<file path="src/rtl/mem_responder_pkg.sv">
// Shared types for the CPU memory responder.
// State encoding, region code, request bundle and defaults.
package mem_responder_pkg;

  typedef enum logic [2:0] {
    S_IDLE,
    S_INT_ACC,
    S_INT_RD,
    S_EXT_WAIT,
    S_DONE
  } state_t;

  localparam logic [2:0] REGION_INT = 3'b000;

  localparam int EXT_TIMEOUT_DEF = 255;
  localparam logic [31:0] ERR_DATA_DEF = 32'hFFFF_FFFF;

  typedef struct packed {
    logic        we;
    logic [26:0] addr;
    logic [31:0] data;
  } mem_req_t;

  function automatic logic is_int(
    input logic [26:0] a
  );
    return a[26:24] == REGION_INT;
  endfunction

endpackage

</file>
<file path="src/rtl/mem_ext_timer.sv">
// External bus wait counter; expired flags the last allowed cycle.
// Ports: clk, reset (async low), clear, enable, limit -> expired.
module mem_ext_timer (
  input  logic        clk,
  input  logic        reset,
  input  logic        clear,
  input  logic        enable,
  input  logic [15:0] limit,
  output logic        expired
);

  logic [15:0] cnt;

  always_ff @(posedge clk or negedge reset) begin
    if (!reset) begin
      cnt <= '0;
    end else if (clear) begin
      cnt <= '0;
    end else if (enable) begin
      cnt <= cnt + 16'd1;
    end
  end

  // Counter holds k during the (k+1)th wait cycle.
  assign expired = (cnt == limit - 16'd1);

endmodule

</file>
<file path="src/rtl/mem_responder.sv">
// CPU memory request responder: internal block RAM or external bus.
// Ports: start/we/address/data -> q/busy; ram_* and ext_* side; bus_err.
module mem_responder
  import mem_responder_pkg::*;
#(
  parameter int          INT_ADDR_BITS = 14,
  parameter int          EXT_TIMEOUT   = EXT_TIMEOUT_DEF,
  parameter logic [31:0] ERR_DATA      = ERR_DATA_DEF
) (
  input  logic                     clk,
  input  logic                     reset,
  input  logic                     start,
  input  logic                     we,
  input  logic [26:0]              address,
  input  logic [31:0]              data,
  output logic [31:0]              q,
  output logic                     busy,
  output logic [INT_ADDR_BITS-1:0] ram_addr,
  output logic [31:0]              ram_d,
  output logic                     ram_we,
  input  logic [31:0]              ram_q,
  output logic                     ext_req,
  output logic                     ext_we,
  output logic [26:0]              ext_addr,
  output logic [31:0]              ext_wdata,
  input  logic                     ext_ack,
  input  logic [31:0]              ext_rdata,
  output logic                     bus_err
);

  localparam logic [15:0] TMO_LIMIT = 16'(EXT_TIMEOUT);

  state_t   state;
  state_t   state_nx;
  mem_req_t req;
  logic     tmo_exp;
  logic     in_ext;
  logic     tmo_hit;

  assign in_ext  = (state == S_EXT_WAIT);
  // A coincident ack wins over the timeout.
  assign tmo_hit = in_ext && !ext_ack && tmo_exp;

  mem_ext_timer u_timer (
    .clk     (clk),
    .reset   (reset),
    .clear   (!in_ext),
    .enable  (in_ext && !ext_ack),
    .limit   (TMO_LIMIT),
    .expired (tmo_exp)
  );

  always_ff @(posedge clk or negedge reset) begin
    if (!reset) begin
      state <= S_IDLE;
    end else begin
      state <= state_nx;
    end
  end

  always_comb begin
    state_nx = state;
    unique case (state)
      S_IDLE: begin
        if (start) begin
          state_nx = is_int(address) ? S_INT_ACC : S_EXT_WAIT;
        end
      end
      S_INT_ACC: begin
        state_nx = req.we ? S_DONE : S_INT_RD;
      end
      S_INT_RD: begin
        state_nx = S_DONE;
      end
      S_EXT_WAIT: begin
        if (ext_ack || tmo_exp) begin
          state_nx = S_DONE;
        end
      end
      S_DONE: begin
        if (!start) begin
          state_nx = S_IDLE;
        end
      end
      default: begin
        state_nx = S_IDLE;
      end
    endcase
  end

  always_ff @(posedge clk or negedge reset) begin
    if (!reset) begin
      req     <= '0;
      q       <= '0;
      bus_err <= 1'b0;
    end else begin
      bus_err <= tmo_hit;
      if (state == S_IDLE && start) begin
        req <= '{we: we, addr: address, data: data};
      end
      if (state == S_INT_RD) begin
        q <= ram_q;
      end
      if (in_ext && ext_ack && !req.we) begin
        q <= ext_rdata;
      end
      if (tmo_hit && !req.we) begin
        q <= ERR_DATA;
      end
    end
  end

  // Upper internal index bits are dropped, so the region aliases.
  assign ram_addr  = req.addr[INT_ADDR_BITS-1:0];
  assign ram_d     = req.data;
  assign ram_we    = (state == S_INT_ACC) && req.we;

  assign ext_req   = in_ext;
  assign ext_we    = req.we;
  assign ext_addr  = req.addr;
  assign ext_wdata = req.data;

  // Gated by reset so it is low while reset is held.
  assign busy = reset && (
    (state == S_IDLE && start) ||
    state == S_INT_ACC ||
    state == S_INT_RD ||
    in_ext
  );

endmodule

</file>
<file path="config.mk">
export PLATFORM = sky130hd
export DESIGN_NAME = mem_responder
export DESIGN_NICKNAME = d
export VERILOG_FILES = /design/src/rtl/mem_responder_pkg.sv /design/src/rtl/mem_ext_timer.sv /design/src/rtl/mem_responder.sv
export SDC_FILE = /design/constraint.sdc
export NUM_CORES = 1
export LEC_CHECK = 0
export BUFFER_PORTS_ARGS = -buffer_cell sky130_fd_sc_hd__buf_4
export CORE_UTILIZATION = 35
export CTS_CLUSTER_DIAMETER = 40
export DETAILED_ROUTE_END_ITERATION = 8
export PLACE_DENSITY = 0.61
export SKIP_LAST_GASP = 1
export SLEW_MARGIN = 30
export SYNTH_ARGS = -nofsm -noshare
export SYNTH_HDL_FRONTEND = slang
export SYNTH_SLANG_ARGS = --single-unit
</file>
<file path="constraint.sdc">
create_clock -name clk -period 2.2 [get_ports clk]
set_input_delay 0.33 -clock clk [delete_from_list [all_inputs] [get_ports clk]]
set_output_delay 0.33 -clock clk [all_outputs]
set_load 0.005 [all_outputs]
</file>
# Word level (Yosys, flattened, before mapping)
# Cells that the tools add are included.
[totals] latch_bits=0 output_inout_bits=142 n_memories=0 ram_bits=0 elab_cells=46 inputBits=128 regBits=112 mem_bits_ro=0
[op_classes] n_reduce_logical=18 add_sub_neg=1 muxes=11 n_bitwise=0 n_eq_ne=9 n_shift=0 n_mul=0 div=0 magnitude_cmp=0
[ops] op="32-bit two-way mux" count=3
[ops] op="16-bit two-way mux" count=2
[ops] op="16-bit by 1-bit adder with 16-bit output (second input constant)" count=1
[ops] op="16-bit by 8-bit equality test with 1-bit output (second input constant)" count=1
[ops] op="3-bit case mux with 5 select lines" count=1
[ops] op="3-bit two-way mux" count=4
[ops] op="1-bit logical AND" count=8
[ops] op="3-bit by 2-bit equality test with 1-bit output (second input constant)" count=2
[ops] op="3-bit zero test" count=2
[ops] op="1-bit logical OR" count=4
[ops] op="2-bit by 1-bit inequality test with 1-bit output (second input constant)" count=2
[ops] op="2-bit inequality test (second input constant)" count=2
[ops] op="3-bit by 1-bit equality test with 1-bit output (second input constant)" count=1
[ops] op="3-bit equality test (second input constant)" count=1
[ops] op="3-bit AND reduction" count=1
[ops] op="3-bit nonzero test" count=1
[ops] op="1-bit zero test" count=2
[ops] op="2-bit two-way mux" count=1

# Logic depth before layout (Yosys ltp)
# Gate-level depths: netlist of the first run.
[depth] word_depth=6 mapped_depth=8 depth_no_buf=6

# Cells and area by module
# A second synthesis of the first run with hierarchy kept.
[hier_totals] hier_cells=562 area_unflattened_um2=6113.4
[modules_own_cells] module="mem_responder" n_inst=1 area_per_inst_um2=4693.3 seq_area_each_um2=2402.3 cells_per_inst=389
[modules_own_cells] module="mem_ext_timer" n_inst=1 area_per_inst_um2=1420.1 seq_area_each_um2=400.4 cells_per_inst=173

# Worst setup path after synthesis of the first run
# OpenSTA, ideal clock, no wires.
[synth_timing] path_type="register -> register" startpoint="register state[1]" endpoint="register req (netlist bit ext_addr[0])" t_required_ns=2.075 setup_ns=0.125 arrival_time_ns=1.549 path_buffers=2 setup_slack_ns=0.526 path_stages_with_launch=5 path_cell_list="dfrtp_1 buf_2 nor4b_2 buf_2 mux2_2"
[synth_between] elab_chain_cells=2
[synth_lines] element="start: declaration" line_no="mem_responder.sv:33" rtl="state_t state;"
[synth_lines] element="start signal: assignment" line_no="mem_responder.sv:57" rtl="state <= state_nx;"
[synth_lines] element="3-bit zero test" line_no="mem_responder.sv:98" rtl="if (state == S_IDLE && start) begin"
[synth_lines] element="1-bit logical AND" line_no="mem_responder.sv:98"
[synth_lines] element="end signal: assignment" line_no="mem_responder.sv:99" rtl="req <= '{we: we, addr: address, data: data};"
[synth_lines] element="end: declaration" line_no="mem_responder.sv:35" rtl="mem_req_t req;"
# No other way between the ends.
# A chain may end at the register's enable or synchronous reset.

# Worst setup path in the final report of the first run
[layout_timing] startpoint="register state[2]" endpoint="output port ext_req"
[layout_between] elab_chain_cells=1
[layout_lines] element="3-bit by 2-bit equality test with 1-bit output" line_no="mem_responder.sv:40" rtl="assign in_ext = (state == S_EXT_WAIT);"
[layout_lines] element="end: declaration" line_no="mem_responder.sv:22" rtl="output logic ext_req,"
# No other way between the ends.

==> run metrics, run 1 <==
# H-tree levels=3; minimum period implied by the final worst setup slack=1930 ps; area of the placeable core=0.0140 mm2; FF-to-FF End=q[20]; post-route antenna net violation count=0; via-per-instance ratio=4.96; Synth-to-Final Area Change=41.9%; HPWL after detailed placement=10700 um; number of nets in the layout=759; commonest cells after routing, fill and taps aside=buf_4 (274), dfrtp_1 (112), mux2_2 (51); Setup Skew=11.1 ps; Horiz. Die Dim=122 um; number of global-route vias before repair=3878; placed insts=798; most common cell after layout, fill and taps aside=buf_4; required time of the critical path=1870 ps; Detailed Route WL=14500 um; Power, Total=9.32 mW; count of buffers from port buffering=269; wire length per cell after detailed routing=17.8 um; Tightest Pin Transition=870 ps; number of distinct library cells after synthesis=44; routability congestion estimate=0.785; number of resized instances in the post-cts repair step=0; number of max-capacitance violations reported=0; number of design-rule violations left by the first detailed-router iteration=342; fraction of layout cells with a size suffix above 1=55.3%; number of enable-type register cells in the synthesized netlist=0; grt ovf=0; detailed-router iteration count before antenna repair=6; post-synthesis average cell area=12.3 um2; clock tree from TritonCTS=yes; CTS Root Cell=clkbuf_16; total DRC errors in the routed layout=0; leakage=3.45 nW; r2r worst-path depth=4; sink count of the clock tree=112; Layout Cell Area excl Fill=0.00719 mm2; Synth area leaders=dfrtp_1 (55%), mux2_2 (11%), buf_4 (6.8%); worst reg2reg setup slack=300 ps; Max clock buf depth=2; total setup violations reported at the end of the flow=0; final worst-path cycle share=87.6%; Reg clk slew, reported paths=70 ps; netlist area before placement=0.00507 mm2; RR Startpoint=state[2]; flip-flop and latch count after synthesis=112; endpoint arrival time on the critical path=1600 ps; sequential element share of the synthesized area=55.3%; number of CTS-inserted buffers=9; non-filler cells, final=813; io pins=270; clk_lat worst skew=360 ps; total negative setup slack=0 ps; buffer count from post-CTS setup fixing=0; maximum number of pins on one net before global-route repair=113; number of instances in the synthesized netlist=411; Hold Vio Cnt, Final=0; initial antenna violation count=0; number of warnings reported in the yosys synthesis log=0; first-pass GRT wire length=21100 um; setup repair after global routing missed its margin=no; highest ir drop seen on vdd=0.667 mV; Worst slew margin=42.0%; die height=122 um; fraction of synthesized cell area taken by the top area cell type=55.3%; number of vias after detailed routing=4036; power density over the cells=1300 mW/mm2; start-to-end type of the worst setup path=flop to primary output; maximum clock frequency=519 MHz; Ant. Diodes=0; die area=0.0150 mm2; Critical Path Sink Type=primary output; most used flip-flop cell after synthesis=dfrtp_1; FFs w/ async S/R, synth=100%; net count after synthesis=541; final slew viol count=0; cell type with the largest total area after synthesis=dfrtp_1; standard cell area after detailed placement=0.00693 mm2; Overall Global Routing Usage=18.7%; worst-path fanout max=15; category of the worst setup path launch point=flop; run status=finished, final reports clean; initial standard-cell utilization of the core=36.3%; HP Class=input pin to async pin; number of buffers inserted for hold repair after clock tree synthesis=0; # rows=43
registers in the layout (all words and copies together) (netlist names):
name and cells:
state 3, bus_err 1, u_timer.cnt 16, ext_we 1
ext_wdata 32, q 32, ext_addr 27
power by group:
| group | total [mW] | switching (mW) | internal [mW] |
|---|---|---|---|
| clock network | 1.52 | 0.727 | 0.798 |
| registers | 3.64 | 0.687 | 2.95 |
| logic | 4.16 | 1.51 | 2.65 |
| total | 9.32 | 2.92 | 6.40 |
worst max path at each step:
stage,startpoint,end,slack [ps],cells past startpoint
global route,ext_we,q[17],180,4
detailed placement,state[2],q[20],310,4
global placement,state[0],q[27],390,5
CTS,state[2],ext_req,250,4
floorplan,state[1],ext_addr[0],530,4
finish,state[2],ext_req,270,4
Yosys cell counts (3+ instances only):
master,instances
a222oi_1,26
nor2_1,22
nand2_1,34
o21ai_0,4
nor4_1,3
a21oi_1,6
nor3_1,6
buf_6,4
o21ai_2,4
dfrtp_1,112
xor2_1,4
mux2_2,51
buf_4,46
or3_1,6
o22ai_1,6
mux2_1,9
clkbuf_1,9
xnor2_1,8
inv_1,4
nand4_1,5
buf_2,10
nand2b_1,4
final cells by class:
class,count,area (um2)
Inverter,4,15.0
Multi-Input combinational cell,226,1790
Sequential cell,112,2800
Clock inverter,2,16.3
Fill cell,1270,6790
Timing Repair Buffer,276,2100
Tap cell,180,225
Clock buffer,13,250
per-stage QoR:
step	util, %	hold WS [ps]	setup slack [ps]
floorplan	-	34.4	526
global placement	49.5	471	388
detailed placement	49.5	480	311
CTS	51.4	101	251
global route	51.4	136	177
finish	51.4	34.2	273
cell families after synthesis:
group	count (synthesis)	synth area share, %
compound gates	53	8.51
xor+xnor	12	2.07
fa+ha+maj	2	0.493
buf+inv	73	9.65
flops	112	55.3
mux	60	13.3
simple gates	99	10.7
worst max-delay path, stage by stage (launching register included):
cell,delay (ps)
dfrtp_1,510
nand3b_2,330
buf_4,240
inv_1,70
buf_4,100
metal layers:
metal | share of wire [%] | vias up | track usage (%)
met5 | 0 | - | 0
met2 | 51 | 176 | 31.6
met3 | 7.2 | 24 | 4.09
met1 | 39 | 1963 | 22.4
met4 | 3.0 | 0 | 9.15
li1 | - | 1873 | -
No activity file was read; power rests on OpenSTA's default activity.
==> run 2: changes to the inputs <==
- CORE_UTILIZATION: 35 -> 30
- PLACE_DENSITY: 0.61 -> 0.53
- RECOVER_POWER: unset -> 25
==> run metrics, run 2 (same netlist as run 1, synthesis figures left out) <==
run status=complete, but fails checks (was finished, final reports clean); violations in the final reports=max-capacitance violations, max-slew violations; post-route antenna net violation count=0 (unchanged); maximum clock frequency=516 MHz (was 519 MHz); most common cell after layout, fill and taps aside=buf_4 (unchanged); minimum period implied by the final worst setup slack=1940 ps (was 1930 ps); number of nets in the layout=760 (was 759); number of vias after detailed routing=4073 (was 4036); via-per-instance ratio=4.76 (was 4.96); die area=0.0174 mm2 (was 0.0150 mm2); highest metal layer with signal wires=met4 (unchanged); Detailed Route WL=13700 um (was 14500 um); routability congestion estimate=0.805 (was 0.785); start-to-end type of the worst setup path=flop to primary output (unchanged); detailed-router iteration count before antenna repair=7 (was 6); initial standard-cell utilization of the core=30.7% (was 36.3%); origin of the worst min-delay path=ext_rdata[15]; Tightest Pin Transition=1530 ps (was 870 ps); maximum number of pins on one net before global-route repair=113 (unchanged); total DRC errors in the routed layout=0 (unchanged); Max clock buf depth=2 (unchanged); final core utilization=43.9% (was 51.4%); r2r worst-path depth=4 (unchanged); number of CTS-inserted buffers=9 (unchanged); Worst slew margin=-2.01% (was 42.0%); RR Startpoint=ext_we (was state[2]); final worst-path cycle share=88.2% (was 87.6%); HP Class=input pin to flop (was input pin to async pin); Synth-to-Final Area Change=43.1% (was 41.9%); sink count of the clock tree=112 (unchanged); worst-path fanout max=17 (was 15); area of the placeable core=0.0165 mm2 (was 0.0140 mm2); number of design-rule violations left by the first detailed-router iteration=245 (was 342); total met2 wirelength after detailed routing=6960 um (was 7420 um); # rows=47 (was 43); Critical Path Sink Type=primary output (unchanged); number of max-capacitance violations reported=1 (was 0); required time of the critical path=1870 ps (about the same); number of buffers inserted for hold repair after clock tree synthesis=0 (unchanged); final slew viol count=113 (was 0); Reg clk slew, reported paths=80 ps (was 70 ps); endpoint of the worst setup timing path=ext_req (unchanged); total routed wire length on the met1 layer=5530 um (was 5570 um); die height=132 um (was 122 um); FF-to-FF End=q[31] (was q[20]); buffer count from post-CTS setup fixing=0 (unchanged); leakage=3.46 nW (was 3.45 nW); count of buffers from port buffering=269 (unchanged); total negative setup slack=0 ps (unchanged); Setup Skew=7.81 ps (was 11.1 ps); worst reg2reg setup slack=310 ps (was 300 ps); # H-tree levels=3 (unchanged); Horiz. Die Dim=132 um (was 122 um); CTS Root Cell=clkbuf_16 (unchanged); Overall Global Routing Usage=15.8% (was 18.7%); endpoint arrival time on the critical path=1610 ps (was 1600 ps); Ant. Diodes=0 (unchanged); WL met3=1080 um (was 1040 um); initial antenna violation count=0 (unchanged); highest ir drop seen on vdd=0.475 mV (was 0.667 mV); io pins=270 (unchanged); wire length per cell after detailed routing=16.1 um (was 17.8 um); number of global-route vias before repair=4056 (was 3878); power density over the cells=1280 mW/mm2 (was 1300 mW/mm2); fraction of layout cells with a size suffix above 1=55.6% (was 55.3%); category of the worst setup path launch point=flop (unchanged); grt ovf=0 (unchanged); first-pass GRT wire length=21600 um (was 21100 um); clock tree from TritonCTS=yes (unchanged); commonest cells after routing, fill and taps aside=buf_4 (274), dfrtp_1 (112), mux2_2 (51) (unchanged); number of resized instances in the post-cts repair step=0 (unchanged); clk_lat worst skew=340 ps (was 360 ps); total setup violations reported at the end of the flow=0 (unchanged); startpoint of the worst setup timing path=state[0] (was state[2]); Hold Vio Cnt, Final=0 (unchanged); HPWL after detailed placement=10000 um (was 10700 um); setup repair after global routing missed its margin=no (unchanged); fill cell instance count of the final layout=1571 (was 1270)
==> run 2: cell types whose count changed in the layout (fill, tap and decap cells not counted), sizes merged <==
cell,change
clkinv,+1
buf,-1
clkinvlp,+1
clkbuf,+1
==> run 2: how the worst min path moves through the flow <==
stage / to / slack, ps / cells after the start
after CTS: u_timer.cnt[11] / 140 / 2
after floorplan: bus_err / 30 / 0
after global placement: ext_addr[22] / 470 / 1
after global routing: ext_wdata[0] / 200 / 2
after detailed placement: ext_addr[21] / 480 / 1
final: q[15] / 210 / 3
==> run 2: area by class of cell <==
class / instances / area, um2 / area share [%]
tap: 220 / 275 / 3.79
clock inverter: 4 / 28.8 / 0.397
multi-input combinational: 226 / 1790 / 24.6
timing repair buffer: 277 / 2090 / 28.8
inverter: 4 / 15.0 / 0.207
clock buffer: 12 / 256 / 3.54
sequential: 112 / 2800 / 38.6
==> run 2: worst max-delay path: stages (launching register included) <==
cell and delay, ps:
dfrtp_1 560, buf_4 200, nand3b_2 100, buf_4 230
inv_1 70, buf_4 100
==> run 2: through the flow <==
step	total power, mW	hold slack, ps	setup WS (ps)	cells	cell area, um2
after global placement	7.77	472	401	839	6990
final	9.31	208	260	855	7250
after global routing	9.94	198	149	855	7250
after floorplan	5.81	34.4	526	411	5070
after CTS	9.47	140	213	855	7270
after detailed placement	7.87	483	344	839	6990
==> run 2: report_power, final <==
group | internal, mW | total [mW] | switching [mW]
Combinational | 2.65 | 4.11 | 1.46
Sequential | 2.95 | 3.64 | 0.690
Clock | 0.832 | 1.56 | 0.728
==> run 2: routing by layer <==
metal | GRT usage [%] | vias up
met1 | 19.3 | 1985
met4 | 5.30 | 0
li1 | - | 1880
met5 | 0 | -
met3 | 3.92 | 16
met2 | 27.2 | 192
